$ cat config.mk
export PLATFORM = sky130hd
export DESIGN_NAME = matrix_pair_loader
export DESIGN_NICKNAME = d
export VERILOG_FILES = /design/src/rtl/matrix_pkg.sv /design/src/rtl/matrix_pair_loader.sv
export SDC_FILE = /design/constraint.sdc
export NUM_CORES = 1
export LEC_CHECK = 0
export ABC_AREA = 1
export CAP_MARGIN = 15
export CELL_PAD_IN_SITES_DETAIL_PLACEMENT = 0
export CELL_PAD_IN_SITES_GLOBAL_PLACEMENT = 1
export CORE_MARGIN = 3
export CORE_UTILIZATION = 36
export DETAILED_ROUTE_END_ITERATION = 10
export PLACE_DENSITY_LB_ADDON = 0.1
export SKIP_CTS_REPAIR_TIMING = 1
export SYNTH_ARGS = -nofsm -noshare
export SYNTH_HDL_FRONTEND = slang
export SYNTH_SLANG_ARGS = --single-unit
$ cat constraint.sdc
create_clock -name clk -period 6.5 [get_ports clk]
set_clock_uncertainty 0.2 [all_clocks]
set_input_delay 1.95 -clock clk [delete_from_list [all_inputs] [get_ports clk]]
set_output_delay 1.95 -clock clk [all_outputs]
set_load 0.1 [all_outputs]
$ cat src/rtl/matrix_pkg.sv
// Shared matrix geometry and loader state type, used by the loader and the multiplier stage.
package matrix_pkg;

    localparam int BIT_SIZE             = 8;
    localparam int ROW_COL_SIZE         = 3;
    localparam int LINE_SIZE            = BIT_SIZE * ROW_COL_SIZE;
    localparam int UNPACKED_MATRIX_SIZE = LINE_SIZE * ROW_COL_SIZE;

    typedef enum logic [1:0] {
        LOAD_M1,
        LOAD_M2,
        FULL
    } loader_state_t;

endpackage

$ cat src/rtl/matrix_pair_loader.sv
// Collects a row-major element stream into two flat N x N matrices and holds the
// completed pair until the downstream multiplier acknowledges it.
module matrix_pair_loader #(
    parameter int BIT_SIZE             = matrix_pkg::BIT_SIZE,
    parameter int ROW_COL_SIZE         = matrix_pkg::ROW_COL_SIZE,
    parameter int LINE_SIZE            = BIT_SIZE * ROW_COL_SIZE,
    parameter int UNPACKED_MATRIX_SIZE = LINE_SIZE * ROW_COL_SIZE
) (
    input  logic                              clk,
    input  logic                              n_rst,
    input  logic [BIT_SIZE-1:0]               in_data,
    input  logic                              in_valid,
    input  logic                              in_last,
    output logic                              in_ready,
    output logic [0:UNPACKED_MATRIX_SIZE-1]   m1,
    output logic [0:UNPACKED_MATRIX_SIZE-1]   m2,
    output logic                              out_valid,
    input  logic                              out_ready,
    output logic                              err
);
    import matrix_pkg::*;

    localparam int ELEMS = ROW_COL_SIZE * ROW_COL_SIZE;
    localparam int CNT_W = (ELEMS > 1) ? $clog2(ELEMS) : 1;
    localparam int OFF_W = (UNPACKED_MATRIX_SIZE > 1) ? $clog2(UNPACKED_MATRIX_SIZE) : 1;
    localparam logic [CNT_W-1:0] LAST_IDX = CNT_W'(ELEMS - 1);

    loader_state_t    state;
    logic [CNT_W-1:0] cnt;
    logic             accept;
    logic             at_last;
    logic [OFF_W-1:0] offset;

    always_comb begin
        in_ready = (state != FULL);
        accept   = in_valid && in_ready;
        at_last  = (cnt == LAST_IDX);
        // Element index -> (row, col) -> bit position; MSB of the element sits at the lowest index.
        offset   = OFF_W'((int'(cnt) / ROW_COL_SIZE) * LINE_SIZE
                        + (int'(cnt) % ROW_COL_SIZE) * BIT_SIZE);
    end

    always_ff @(posedge clk) begin
        if (!n_rst) begin
            state     <= LOAD_M1;
            cnt       <= '0;
            m1        <= '0;
            m2        <= '0;
            out_valid <= 1'b0;
            err       <= 1'b0;
        end else begin
            err <= 1'b0;
            case (state)
                LOAD_M1: begin
                    if (accept) begin
                        if (in_last) begin
                            err <= 1'b1;
                            cnt <= '0;
                        end else begin
                            m1[offset +: BIT_SIZE] <= in_data;
                            if (at_last) begin
                                cnt   <= '0;
                                state <= LOAD_M2;
                            end else begin
                                cnt <= cnt + CNT_W'(1);
                            end
                        end
                    end
                end
                LOAD_M2: begin
                    if (accept) begin
                        if (at_last && in_last) begin
                            m2[offset +: BIT_SIZE] <= in_data;
                            cnt       <= '0;
                            state     <= FULL;
                            out_valid <= 1'b1;
                        end else if (at_last || in_last) begin
                            // Framing error: drop the partial pair and resynchronise on m1.
                            err   <= 1'b1;
                            cnt   <= '0;
                            state <= LOAD_M1;
                        end else begin
                            m2[offset +: BIT_SIZE] <= in_data;
                            cnt <= cnt + CNT_W'(1);
                        end
                    end
                end
                FULL: begin
                    if (out_ready) begin
                        state     <= LOAD_M1;
                        cnt       <= '0;
                        out_valid <= 1'b0;
                    end
                end
                default: begin
                    state     <= LOAD_M1;
                    cnt       <= '0;
                    out_valid <= 1'b0;
                end
            endcase
        end
    end

endmodule

== Yosys cells after proc, flatten, opt, wreduce, memory -nomap -nowiden ==
Index checks and enable logic that the tools add are counted.

* Register bits: 152
* Input bits: 13
* Output and inout bits: 147
* Word-level logic and storage cells: 68

* $mul: 1
* Equality and inequality tests: 12
* Add/subtract/negate cells: 3
* Shift-type cells: 2
* Bitwise logic cells: 3
* Div/mod/pow operators: 2
* Mux-type cells: 30
* Reductions and logical operators: 9

{| class="wikitable"
|+ Operators by type and width
! cell !! count
|-
| bitwise mux 72 bit || 2
|-
| 2-to-1 mux 72 bit || 2
|-
| variable shift 73 x 9 -> 72 bit, first input constant || 1
|-
| indexed part select 73 x 9 -> 72 bit || 1
|-
| divider 5 x 3 -> 32 bit, second input constant || 1
|-
| remainder unit 5 x 3 -> 32 bit, second input constant || 1
|-
| multiplier 32 x 3 -> 4 bit, second input constant || 1
|-
| 2-to-1 mux 4 bit || 7
|-
| != test 2 bit, second input constant || 8
|-
| 2-to-1 mux 2 bit || 7
|-
| one-hot mux 4 bit (3 select lines) || 1
|-
| negation 8 -> 9 bit || 1
|-
| AND reduction 3 bit || 3
|-
| 2-to-1 mux 1 bit || 8
|-
| NOT 7 -> 8 bit || 1
|-
| adder 7 bit || 1
|-
| one-hot mux 2 bit (3 select lines) || 1
|-
| AND reduction 6 bit || 1
|-
| adder 4 x 1 -> 4 bit, second input constant || 1
|-
| equality test 4 bit, second input constant || 1
|-
| AND reduction 4 bit || 1
|-
| != test 3 bit, second input constant || 1
|-
| one-hot mux 1 bit (3 select lines) || 1
|-
| equality test 2 x 1 -> 1 bit, second input constant || 1
|-
| 6 further kinds || 8
|}

== Logic depth before layout (Yosys ltp) ==
Gate-level depths: netlist (run 1).

* Word-level depth: 9
* Gate-level depth with buffers: 27
* Depth with buffers taken out: 25

== Least setup slack after synthesis (run 1) ==
Ideal clock, no wire load.

* Path kind: flip-flop to flip-flop
* Start point: register cnt[0]
* End point: register m1[16] (netlist bit)
* Cell stages (with the launch flop): 23
* Period minus slack after synthesis: 4.828 ns
* Buffers on the path: 4
* Setup time: 0.110 ns
* Required time: 6.190 ns
* Arrival: 4.518 ns
* Setup slack: 1.672 ns
* Cell sequence: dfxtp_1 > clkbuf_1 > inv_1 > clkbuf_1 > clkbuf_1 > ha_1 > nand3_2 > nand3_4 > nand2_1 > nand2_1 > inv_1 > ha_1 > inv_1 > nand3_4 > ha_1 > fa_1 > xnor2_2 > inv_2 > nor2_1 > clkbuf_1 > nand4_1 > nand2_1 > nor2_1

* Word-level cells in the longest chain between the ends: 7
* Elaborated cells between the ends (all ways): 9
* Classes of those cells: 2 x add/sub; 1 x mul; 2 x div; 2 x shift; 1 x mux; 1 x bitwise

{| class="wikitable"
|+ Ends and longest elaborated chain
! item !! line !! RTL
|-
| from (decl) || matrix_pair_loader.sv:29 || <nowiki>logic [CNT_W-1:0] cnt;</nowiki>
|-
| from (signal assigned) || matrix_pair_loader.sv:65 || <nowiki>cnt <= cnt + CNT_W'(1);</nowiki>
|-
| from (signal assigned) || matrix_pair_loader.sv:84 || <nowiki>cnt <= cnt + CNT_W'(1);</nowiki>
|-
| divider 5 x 3 -> 32 bit || matrix_pair_loader.sv:39 || <nowiki>offset = OFF_W'((int'(cnt) / ROW_COL_SIZE) * LINE_SIZE</nowiki>
|-
| multiplier 32 x 3 -> 4 bit || matrix_pair_loader.sv:39 ||
|-
| adder 7 bit (*) || matrix_pair_loader.sv:40 || <nowiki>+ (int'(cnt) % ROW_COL_SIZE) * BIT_SIZE);</nowiki>
|-
| NOT 7 -> 8 bit (not written as such) (*) || matrix_pair_loader.sv:60 || <nowiki>m1[offset +: BIT_SIZE] <= in_data;</nowiki>
|-
| negation 8 -> 9 bit (*) || matrix_pair_loader.sv:60 ||
|-
| indexed part select 73 x 9 -> 72 bit or variable shift 73 x 9 -> 72 bit (tied branches) || matrix_pair_loader.sv:60 ||
|-
| bitwise mux 72 bit (*) || matrix_pair_loader.sv:60 ||
|-
| to (signal, indexed assignment) || matrix_pair_loader.sv:60 ||
|-
| to (decl) || matrix_pair_loader.sv:15 || <nowiki>output logic [0:UNPACKED_MATRIX_SIZE-1] m1,</nowiki>
|}

Mark *: on every way between the ends. The rest lies on a longest branch, timed or not.
A chain may end at the register's enable or synchronous reset.

== Worst setup path after layout (run 1) ==
* Start point: register cnt[0]
* End point: register m1[9] (netlist bit)

The elaborated chain is that of the path after synthesis.

==> results of run 1 <==
==> kinds of logic (layout without fill, tap and decap cells) <==
logic type	Yosys count	after routing	share of synthesized area
and+or+nand+nor	778	778	0.418
other	0	1	0
DFF	152	152	0.364
buffers and inverters	357	490	0.174
AOI/OAI and AO/OA	24	24	0.0159
adders and majority gates	16	16	0.0248
xor gates and xnor gates	3	3	0.00404
==> power by group through the flow <==
stage	logic [mW]	registers (mW)	clock network, mW
floorplan	0.113	1.03	0
global placement	0.238	0.969	0
detailed placement	0.238	0.969	0
CTS	0.239	0.947	1.07
global route	0.259	0.948	1.11
finish	0.238	0.947	1.05
==> final cells by class <==
cell class,instances,area (um^2)
antenna,1,2.50
clock buffer,20,447
clock inverter,12,165
fill,2416,12000
inverter,288,1080
multi-input combinational,821,3870
sequential,152,3040
tap,285,357
timing repair buffer,170,1700
==> final timing paths <==
| kind | cells after the start | slack [ns] | to | startpoint |
|---|---|---|---|---|
| max | 24 | 1.54 | m1[9]$_SDFFE_PN0P_ | cnt[0]$_SDFFE_PN0P_ |
| min reg2reg | 2 | 0.26 | out_valid$_SDFFE_PN0P_ | out_valid$_SDFFE_PN0P_ |
| max reg2reg | 24 | 1.54 | m1[9]$_SDFFE_PN0P_ | cnt[0]$_SDFFE_PN0P_ |
| min | 2 | 0.26 | out_valid$_SDFFE_PN0P_ | out_valid$_SDFFE_PN0P_ |
==> metrics by stage <==
| stage | util | instances | hold WS [ns] | power, mW |
|---|---|---|---|---|
| 2_1_floorplan | - | 1330 | 0.276 | 1.14 |
| 3_3_place_gp | 0.443 | 1716 | 0.255 | 1.21 |
| 3_5_place_dp | 0.443 | 1716 | 0.260 | 1.21 |
| 4_1_cts | 0.470 | 1748 | 0.270 | 2.26 |
| 5_1_grt | 0.470 | 1748 | 0.299 | 2.32 |
| 6_report | 0.470 | 1749 | 0.263 | 2.24 |
==> cell usage in the layout (no fill, tap or decap), types with 2 or more instances in the layout <==
cell / count
a21oi_1: 10
buf_12: 2
buf_4: 9
bufinv_16: 3
clkbuf_1: 2
clkbuf_16: 17
clkdlybuf4s50_1: 158
clkinvlp_4: 3
dfxtp_1: 152
ha_1: 15
inv_1: 283
inv_2: 5
inv_6: 5
nand2_1: 380
nand2_2: 3
nand2_4: 2
nand3_1: 13
nand3_2: 7
nand3_4: 11
nand4_1: 111
nor2_1: 213
nor2_4: 2
nor3_1: 32
o21ai_0: 8
o21ai_1: 2
or2_2: 2
==> routing by layer <==
layer / track usage / share of wire / vias to the layer above
met5: 0 / 0.00057 / -
met4: 0.0467 / 0.011 / 2
met3: 0.0356 / 0.046 / 20
met2: 0.287 / 0.43 / 187
met1: 0.295 / 0.51 / 3486
li1: - / - / 4254
==> flip-flops by register name, summed over array words and instances (netlist names) <==
register	cells
m1	72
m2	72
cnt	4
state	2
err	1
out_valid	1
==> synth_stat cells (all sizes together) <==
cell type  count  area (um^2)
a21oi         11         58.8
o2111a         1         11.3
dfxtp        152         3040
nor2         216          826
clkbuf        26         97.6
nor3          32          160
xor2           1         8.76
inv          288         1080
a31oi          1         6.26
o22ai          1         6.26
o21ai         10         50.1
nand3         31          328
nand3b         1         7.51
xnor2          2         25.0
nand4        111          694
or2            2         12.5
fa             1         20.0
ha            15          188
nand2        385         1470
buf           43          277
==> worst max-delay path, cell delays in order, from the launching register on <==
cell and delay [ns]:
dfxtp_1 0.31, inv_1 0.48, ha_1 0.29, nand3_2 0.11
nand3_4 0.12, nand2_1 0.08, nand2_1 0.08, inv_1 0.04
ha_1 0.17, inv_1 0.14, nand3_4 0.12, ha_1 0.19
ha_1 0.27, ha_1 0.36, nand2_1 0.08, nand3b_1 0.10
nand2_1 0.10, inv_1 0.08, nand3_1 0.11, nand2_4 0.54
buf_4 0.46, nand3_4 0.18, nand2_1 0.12, inv_1 0.05
nor2_1 0.09
==> impl_metrics.json, run 1 <==
{
  "drt_iter0_drc": 501,
  "die_w_um": 158,
  "power_frac_clock": 0.470,
  "io_pins": 160,
  "setup_slack_ns": 1.54,
  "cts_buffers": 17,
  "clockBufferDepth": 2,
  "routed-via-count": 7949,
  "grt_max_degree": 76,
  "antenna_left": 0,
  "synth_cell_types": 33,
  "ir_worst_vdd_mv": 0.148,
  "cts_tree": "yes",
  "fin_area_um2": 10700,
  "holdCritPathClass": "reg -> reg",
  "hold_violations": 0,
  "max-slew-margin-rel": 0.249,
  "finalCritPeriodShare": 0.763,
  "yosysSeqAreaShare": 0.364,
  "powerDensity_nw_per_um2": 210,
  "drv_cap": 0,
  "fmax_mhz": 202,
  "syn_area_um2": 8370,
  "syn_nets": 1359,
  "rows": 55,
  "start_kind": "flop",
  "die-area_um2": 25100,
  "yosysWarnings": 0,
  "track_usage": 0.195,
  "crit_type": "reg -> reg",
  "crit_arrival_ns": 5.12,
  "swShare": 0.275,
  "worst_slew_pin_slew_ns": 1.12,
  "cts_sinks": 152,
  "netlist_instances": 1330,
  "grt.overflow.total": 0,
  "outcome": "complete, no violations",
  "viasPerCell": 4.54,
  "h-tree-depth": 4,
  "gp_congestion": 0.802,
  "area_delta_synth_final_pct": 27.5,
  "place_hpwl_mm": 17.6,
  "drt_wl_total_mm": 24.4,
  "ys_ff_latch": 152,
  "rsz0062_at_grt": "no",
  "grt_pass1_wl_mm": 38.9,
  "drc": 0,
  "drive_gt1_frac": 0.0526,
  "switchingPower_uw": 615,
  "clkLatencyLatePin_ns": 0.42,
  "clkTransAtPathRegs_ns": 0.07,
  "wl_per_cell_um": 13.9,
  "finalNetCount": 1479,
  "cts-root-buf": "clkbuf_16",
  "p_leak_nw": 4.87,
  "antenna_found_initial": 1,
  "initial_core_util": 0.368,
  "place_ws_ns": 1.56,
  "internal_power_mw": 1.62,
  "pwr-share-seq": 0.424,
  "cp_max_fo": 59,
  "fp.coreArea_um2": 22700,
  "slew_violations": 0,
  "finalSetupTns_ns": 0,
  "dpl_cell_area_um2": 10100,
  "die_h_um": 158,
  "setup_viol": 0,
  "first_global_vias": 7271,
  "cp.required_ns": 6.66,
  "syn_avg_cell_area_um2": 6.29,
  "endpoint_kind": "flop",
  "period_minus_slack_ns": 4.96,
  "portBuffers": 159,
  "dr.pass1.iters": 4,
  "combPwrFrac": 0.107
}
Power figures use the tool's default switching activity.
==> inputs of run 2 (changes only) <==
--- a/config.mk
+++ b/config.mk
@@ -10,7 +10,7 @@
 export CELL_PAD_IN_SITES_DETAIL_PLACEMENT = 0
 export CELL_PAD_IN_SITES_GLOBAL_PLACEMENT = 1
 export CORE_MARGIN = 3
-export CORE_UTILIZATION = 36
+export CORE_UTILIZATION = 33
 export DETAILED_ROUTE_END_ITERATION = 10
 export PLACE_DENSITY_LB_ADDON = 0.1
 export SKIP_CTS_REPAIR_TIMING = 1
==> constraint.sdc (replaced) <==
create_clock -name clk -period 4.3 [get_ports clk]
set_clock_uncertainty 0.2 [all_clocks]
set_input_delay 1.29 -clock clk [delete_from_list [all_inputs] [get_ports clk]]
set_output_delay 1.29 -clock clk [all_outputs]
set_load 0.1 [all_outputs]
==> impl_metrics.json, run 2 (same netlist as run 1, synthesis figures left out) <==
{
  "min-delay-start": "out_valid$_SDFFE_PN0P_",
  "dr.pass1.iters": 6,
  "p_leak_nw": 5.17,
  "antenna_left": 0,
  "viasPerCell": 4.42,
  "powerDensity_nw_per_um2": 292,
  "grt_max_degree": 61,
  "setup_viol": 0,
  "r2r-end": "m2[37]$_SDFFE_PN0P_",
  "drc": 0,
  "drt_wl_total_mm": 25.6,
  "finalCritPeriodShare": 0.923,
  "rows": 57,
  "initial_core_util": 0.340,
  "crit_slowest_cell": "fa_1",
  "period_minus_slack_ns": 3.97,
  "ir_worst_vdd_mv": 0.210,
  "max-slew-margin-rel": 0.330,
  "io_pins": 160,
  "holdCritPathClass": "reg -> reg",
  "fill_cells": 2637,
  "whs_path_depth": 2,
  "crit_arrival_ns": 4.14,
  "cpPeakStageDelay_ns": 0.51,
  "reg2reg_depth": 21,
  "track_usage": 0.185,
  "min_delay_worst_endpoint": "out_valid$_SDFFE_PN0P_",
  "fin_area_um2": 11200,
  "finalNetCount": 1522,
  "drive_gt1_frac": 0.116,
  "cts_buffers": 17,
  "r2r_start": "cnt[2]$_SDFFE_PN0P_",
  "final_common_cell": "nand2_1",
  "h-tree-depth": 4,
  "gp_congestion": 0.818,
  "crit_path_frequent_cell": "nor2_1",
  "worst_slew_pin_slew_ns": 1.00,
  "cts-root-buf": "clkbuf_16",
  "place_hpwl_mm": 18.6,
  "cts_tree": "yes",
  "outcome": "complete, no violations",
  "crit_type": "reg -> reg",
  "grt.overflow.total": 0,
  "antenna_found_initial": 0,
  "clkTransAtPathRegs_ns": 0.07,
  "fp.coreArea_um2": 24600,
  "holdWs_ns": 0.268,
  "rsz0062_at_grt": "no",
  "antennaDiodeCount": 0,
  "clockBufferDepth": 2,
  "first_global_vias": 7501,
  "cp_max_fo": 16,
  "grt_pass1_wl_mm": 39.9,
  "fmax_mhz": 252,
  "die_h_um": 165,
  "clkLatencyLatePin_ns": 0.43,
  "slew_violations": 0,
  "routed-via-count": 8097,
  "crit_chain": "inv_2 > nor2_1 > ha_2 > ha_2 > inv_1 > nand3_4 > nand2_1 > nand2_1 > inv_1 > ha_1 > inv_2 > nand3_4 > ha_2 > fa_1 > xnor2_4 > inv_2 > buf_4 > nand2_1 > nor2_1 > nor2_1 > nor2_1",
  "cp.required_ns": 4.47,
  "portBuffers": 159,
  "cts_sinks": 152,
  "start_kind": "flop",
  "die-area_um2": 27300,
  "hold_violations": 0,
  "drt_iter0_drc": 392,
  "drv_cap": 0,
  "area_delta_synth_final_pct": 33.9,
  "wl_per_cell_um": 14.0,
  "endpoint_kind": "flop",
  "dpl_cell_area_um2": 10200,
  "die_w_um": 165,
  "biggestRegsByFlops": "m1 x72, m2 x72, cnt x4",
  "r2r_setup_slack_ns": 0.33,
  "finalSetupTns_ns": 0,
  "layout_common_cells": "nand2_1, inv_1, nor2_1, dfxtp_1, clkdlybuf4s50_1"
}
-- run 2: cell types whose count changed in the layout (fill, tap and decap cells not counted), moves of 3 or more --
cell             before  now
buf_4                 9   67
clkdlybuf4s50_1     158  129
nor2_1              213  205
buf_12                2    9
ha_1                 15   10
nand3_4              11   16
nor2_4                2    7
nand3_1              13    9
bufinv_16             3    0
ha_2                  0    3
inv_8                 0    3
nor2_2                1    4
-- run 2: worst max path at each step --
stage                             start                  end  slack (ns)
floorplan           cnt[0]$_SDFFE_PN0P_  m2[64]$_SDFFE_PN0P_       0.009
global placement    cnt[3]$_SDFFE_PN0P_  m1[45]$_SDFFE_PN0P_        0.07
detailed placement  cnt[3]$_SDFFE_PN0P_  m2[68]$_SDFFE_PN0P_       -0.07
CTS                 cnt[3]$_SDFFE_PN0P_  m1[47]$_SDFFE_PN0P_       -0.10
global route        cnt[2]$_SDFFE_PN0P_  m1[37]$_SDFFE_PN0P_        0.01
finish              cnt[2]$_SDFFE_PN0P_  m2[37]$_SDFFE_PN0P_        0.33
-- run 2: critical path, delay by kind of cell (launching register included) --
| kind | cells | cell delay (ns) |
|---|---|---|
| adder cells (fa/ha/maj) | 5 | 1.36 |
| AND/OR/NAND/NOR | 9 | 1.04 |
| buffers and inverters | 6 | 0.81 |
| XOR/XNOR | 1 | 0.17 |
| flip-flops | 1 | 0.33 |
-- run 2: routing by layer --
metal / vias to the layer above / share of wire / global-route usage
li1: 4329 / - / -
met2: 162 / 0.45 / 0.291
met1: 3587 / 0.50 / 0.263
met5: - / 0 / 0
met3: 19 / 0.038 / 0.0304
met4: 0 / 0.012 / 0.0499
-- run 2: area by class of cell --
| cell class | instances | area [um^2] | area share |
|---|---|---|---|
| timing repair buffer | 210 | 2050 | 0.183 |
| sequential | 152 | 3050 | 0.272 |
| multi-input combinational | 824 | 4070 | 0.363 |
| clock buffer | 17 | 425 | 0.0380 |
| clock inverter | 15 | 134 | 0.0119 |
| tap | 324 | 405 | 0.0362 |
| inverter | 288 | 1080 | 0.0965 |
-- run 2: power breakdown --
part | leakage (nW) | total [mW] | internal, mW | switching (mW)
combinational | 3.66 | 0.382 | 0.101 | 0.281
sequential | 1.23 | 1.43 | 1.42 | 0.00973
clock | 0.276 | 1.46 | 0.765 | 0.699
total | 5.17 | 3.28 | 2.29 | 0.990
-- run 2: metrics by stage --
| step | worst slack [ns] | total power, mW | cells | utilization |
|---|---|---|---|---|
| 2_1_floorplan | 0.00947 | 1.73 | 1330 | - |
| 3_3_place_gp | 0.0712 | 1.84 | 1776 | 0.417 |
| 3_5_place_dp | -0.0660 | 1.84 | 1776 | 0.417 |
| 4_1_cts | -0.100 | 3.31 | 1808 | 0.439 |
| 5_1_grt | 0.00981 | 3.41 | 1830 | 0.456 |
| 6_report | 0.330 | 3.28 | 1830 | 0.456 |
==> inputs of run 3 (changes only) <==
--- a/config.mk
+++ b/config.mk
@@ -10,8 +10,9 @@
 export CELL_PAD_IN_SITES_DETAIL_PLACEMENT = 0
 export CELL_PAD_IN_SITES_GLOBAL_PLACEMENT = 1
 export CORE_MARGIN = 3
-export CORE_UTILIZATION = 33
+export CORE_UTILIZATION = 39
 export DETAILED_ROUTE_END_ITERATION = 10
+export GPL_ROUTABILITY_DRIVEN = 0
 export PLACE_DENSITY_LB_ADDON = 0.1
 export SKIP_CTS_REPAIR_TIMING = 1
 export SYNTH_ARGS = -nofsm -noshare
==> constraint.sdc (replaced) <==
create_clock -name clk -period 5.1 [get_ports clk]
set_clock_uncertainty 0.2 [all_clocks]
set_input_delay 1.53 -clock clk [delete_from_list [all_inputs] [get_ports clk]]
set_output_delay 1.53 -clock clk [all_outputs]
set_load 0.1 [all_outputs]
==> impl_metrics.json, run 3 (same netlist as run 1, synthesis figures left out) <==
{
  "outcome": "complete, no violations",
  "clockBufferDepth": 2,
  "final_common_cell": "nand2_1",
  "layout_common_cells": "nand2_1, inv_1, nor2_1, clkdlybuf4s50_1, dfxtp_1",
  "r2r_start": "cnt[2]$_SDFFE_PN0P_",
  "cts_buffers": 17,
  "swShare": 0.286,
  "switchingPower_uw": 807,
  "finalNetCount": 1487,
  "cts-root-buf": "clkbuf_16",
  "slew_violations": 0,
  "setup_slack_ns": 0.520,
  "finalSetupTns_ns": 0,
  "grt.overflow.total": 0,
  "reg2reg_depth": 26,
  "drv_cap": 0,
  "power_frac_clock": 0.465,
  "pwr-share-seq": 0.427,
  "first_global_vias": 7359,
  "cp.required_ns": 5.25,
  "drt_wl_total_mm": 23.6,
  "wl_per_cell_um": 13.6,
  "clkTransAtPathRegs_ns": 0.07,
  "drt_iter0_drc": 481,
  "ir_worst_vdd_mv": 0.207,
  "endpoint": "m2[23]$_SDFFE_PN0P_",
  "cp_max_fo": 39,
  "fmax_mhz": 218,
  "portBuffers": 159,
  "holdCritPathClass": "reg -> reg",
  "die-area_um2": 23300,
  "viasPerCell": 4.58,
  "fin_area_um2": 10700,
  "rows": 52,
  "place_hpwl_mm": 17.2,
  "crit_start": "cnt[2]$_SDFFE_PN0P_",
  "drc": 0,
  "die_w_um": 152,
  "period_minus_slack_ns": 4.58,
  "cts_tree": "yes",
  "endpoint_kind": "flop",
  "max-slew-margin-rel": 0.285,
  "initial_core_util": 0.406,
  "io_pins": 160,
  "start_kind": "flop",
  "area_delta_synth_final_pct": 28.0,
  "crit_arrival_ns": 4.74,
  "h-tree-depth": 4,
  "r2r-end": "m2[23]$_SDFFE_PN0P_",
  "grt_pass1_wl_mm": 38.3,
  "r2r_setup_slack_ns": 0.52,
  "clkLatencyLatePin_ns": 0.42,
  "setup_viol": 0,
  "finalCritPeriodShare": 0.898,
  "antenna_found_initial": 1,
  "grt_max_degree": 98,
  "biggestRegsByFlops": "m1 x72, m2 x72, cnt x4",
  "combPwrFrac": 0.108,
  "routed-via-count": 7972,
  "rsz0062_at_grt": "no",
  "dpl_cell_area_um2": 10100,
  "worst_slew_pin_slew_ns": 1.07,
  "hold_violations": 0,
  "place_ws_ns": 0.395,
  "track_usage": 0.199,
  "die_h_um": 152,
  "fp.coreArea_um2": 20600,
  "drive_gt1_frac": 0.0591,
  "antenna_left": 0,
  "holdWs_ns": 0.267,
  "p_leak_nw": 4.92,
  "crit_type": "reg -> reg",
  "cts_sinks": 152,
  "powerDensity_nw_per_um2": 264,
  "power_mw": 2.83,
  "dr.pass1.iters": 5,
  "internal_power_mw": 2.02
}
## run 3: worst max-delay path: stages (launching register included)
cell,delay (ns)
dfxtp_1,0.42
inv_2,0.11
nor2_1,0.10
ha_1,0.17
ha_1,0.20
inv_1,0.09
nand3_4,0.12
nand2_1,0.08
nand2_1,0.09
inv_1,0.04
ha_1,0.16
inv_1,0.13
nand3_4,0.11
ha_1,0.20
ha_1,0.28
ha_1,0.35
nand2_1,0.08
nand3b_1,0.09
nand2_1,0.09
inv_1,0.08
nand3_1,0.17
nand2_8,0.28
buf_4,0.39
nand3_4,0.18
nand2_1,0.09
inv_1,0.04
nor2_1,0.10
## run 3: power by group through the flow
stage | clock network [mW] | logic, mW | registers (mW)
after floorplan | 0 | 0.145 | 1.31
after global placement | 0 | 0.302 | 1.23
after detailed placement | 0 | 0.303 | 1.23
after CTS | 1.34 | 0.304 | 1.21
after global routing | 1.39 | 0.329 | 1.21
final | 1.31 | 0.304 | 1.21
## run 3: routing by layer
metal  wire length, um  GRT usage  share of wire
met5                20          0        0.00085
met4               246     0.0386          0.010
met3              1220     0.0452          0.051
met2             10100      0.309           0.43
met1             12000      0.286           0.51
## run 3: through the flow
stage,utilization,cells
2_1_floorplan,-,1330
3_3_place_gp,0.489,1709
3_5_place_dp,0.489,1709
4_1_cts,0.519,1741
5_1_grt,0.519,1741
6_report,0.519,1742
## run 3: worst min-delay path by stage
| stage | from | endpoint | slack, ns | cells past startpoint |
|---|---|---|---|---|
| after floorplan | state[0]$_SDFFE_PN0P_ | state[0]$_SDFFE_PN0P_ | 0.28 | 2 |
| after global placement | out_valid$_SDFFE_PN0P_ | out_valid$_SDFFE_PN0P_ | 0.26 | 2 |
| after detailed placement | out_valid$_SDFFE_PN0P_ | out_valid$_SDFFE_PN0P_ | 0.26 | 2 |
| after CTS | out_valid$_SDFFE_PN0P_ | out_valid$_SDFFE_PN0P_ | 0.27 | 2 |
| after global routing | out_valid$_SDFFE_PN0P_ | out_valid$_SDFFE_PN0P_ | 0.30 | 2 |
| final | out_valid$_SDFFE_PN0P_ | out_valid$_SDFFE_PN0P_ | 0.27 | 2 |
## run 3: final cells by class
type	count	area (um^2)
Fill cell	2136	9920
Multi-Input combinational cell	821	3880
Sequential cell	152	3040
Timing Repair Buffer	178	1760
Inverter	288	1080
Clock buffer	17	425
Tap cell	270	338
Clock inverter	15	178
Antenna cell	1	2.50
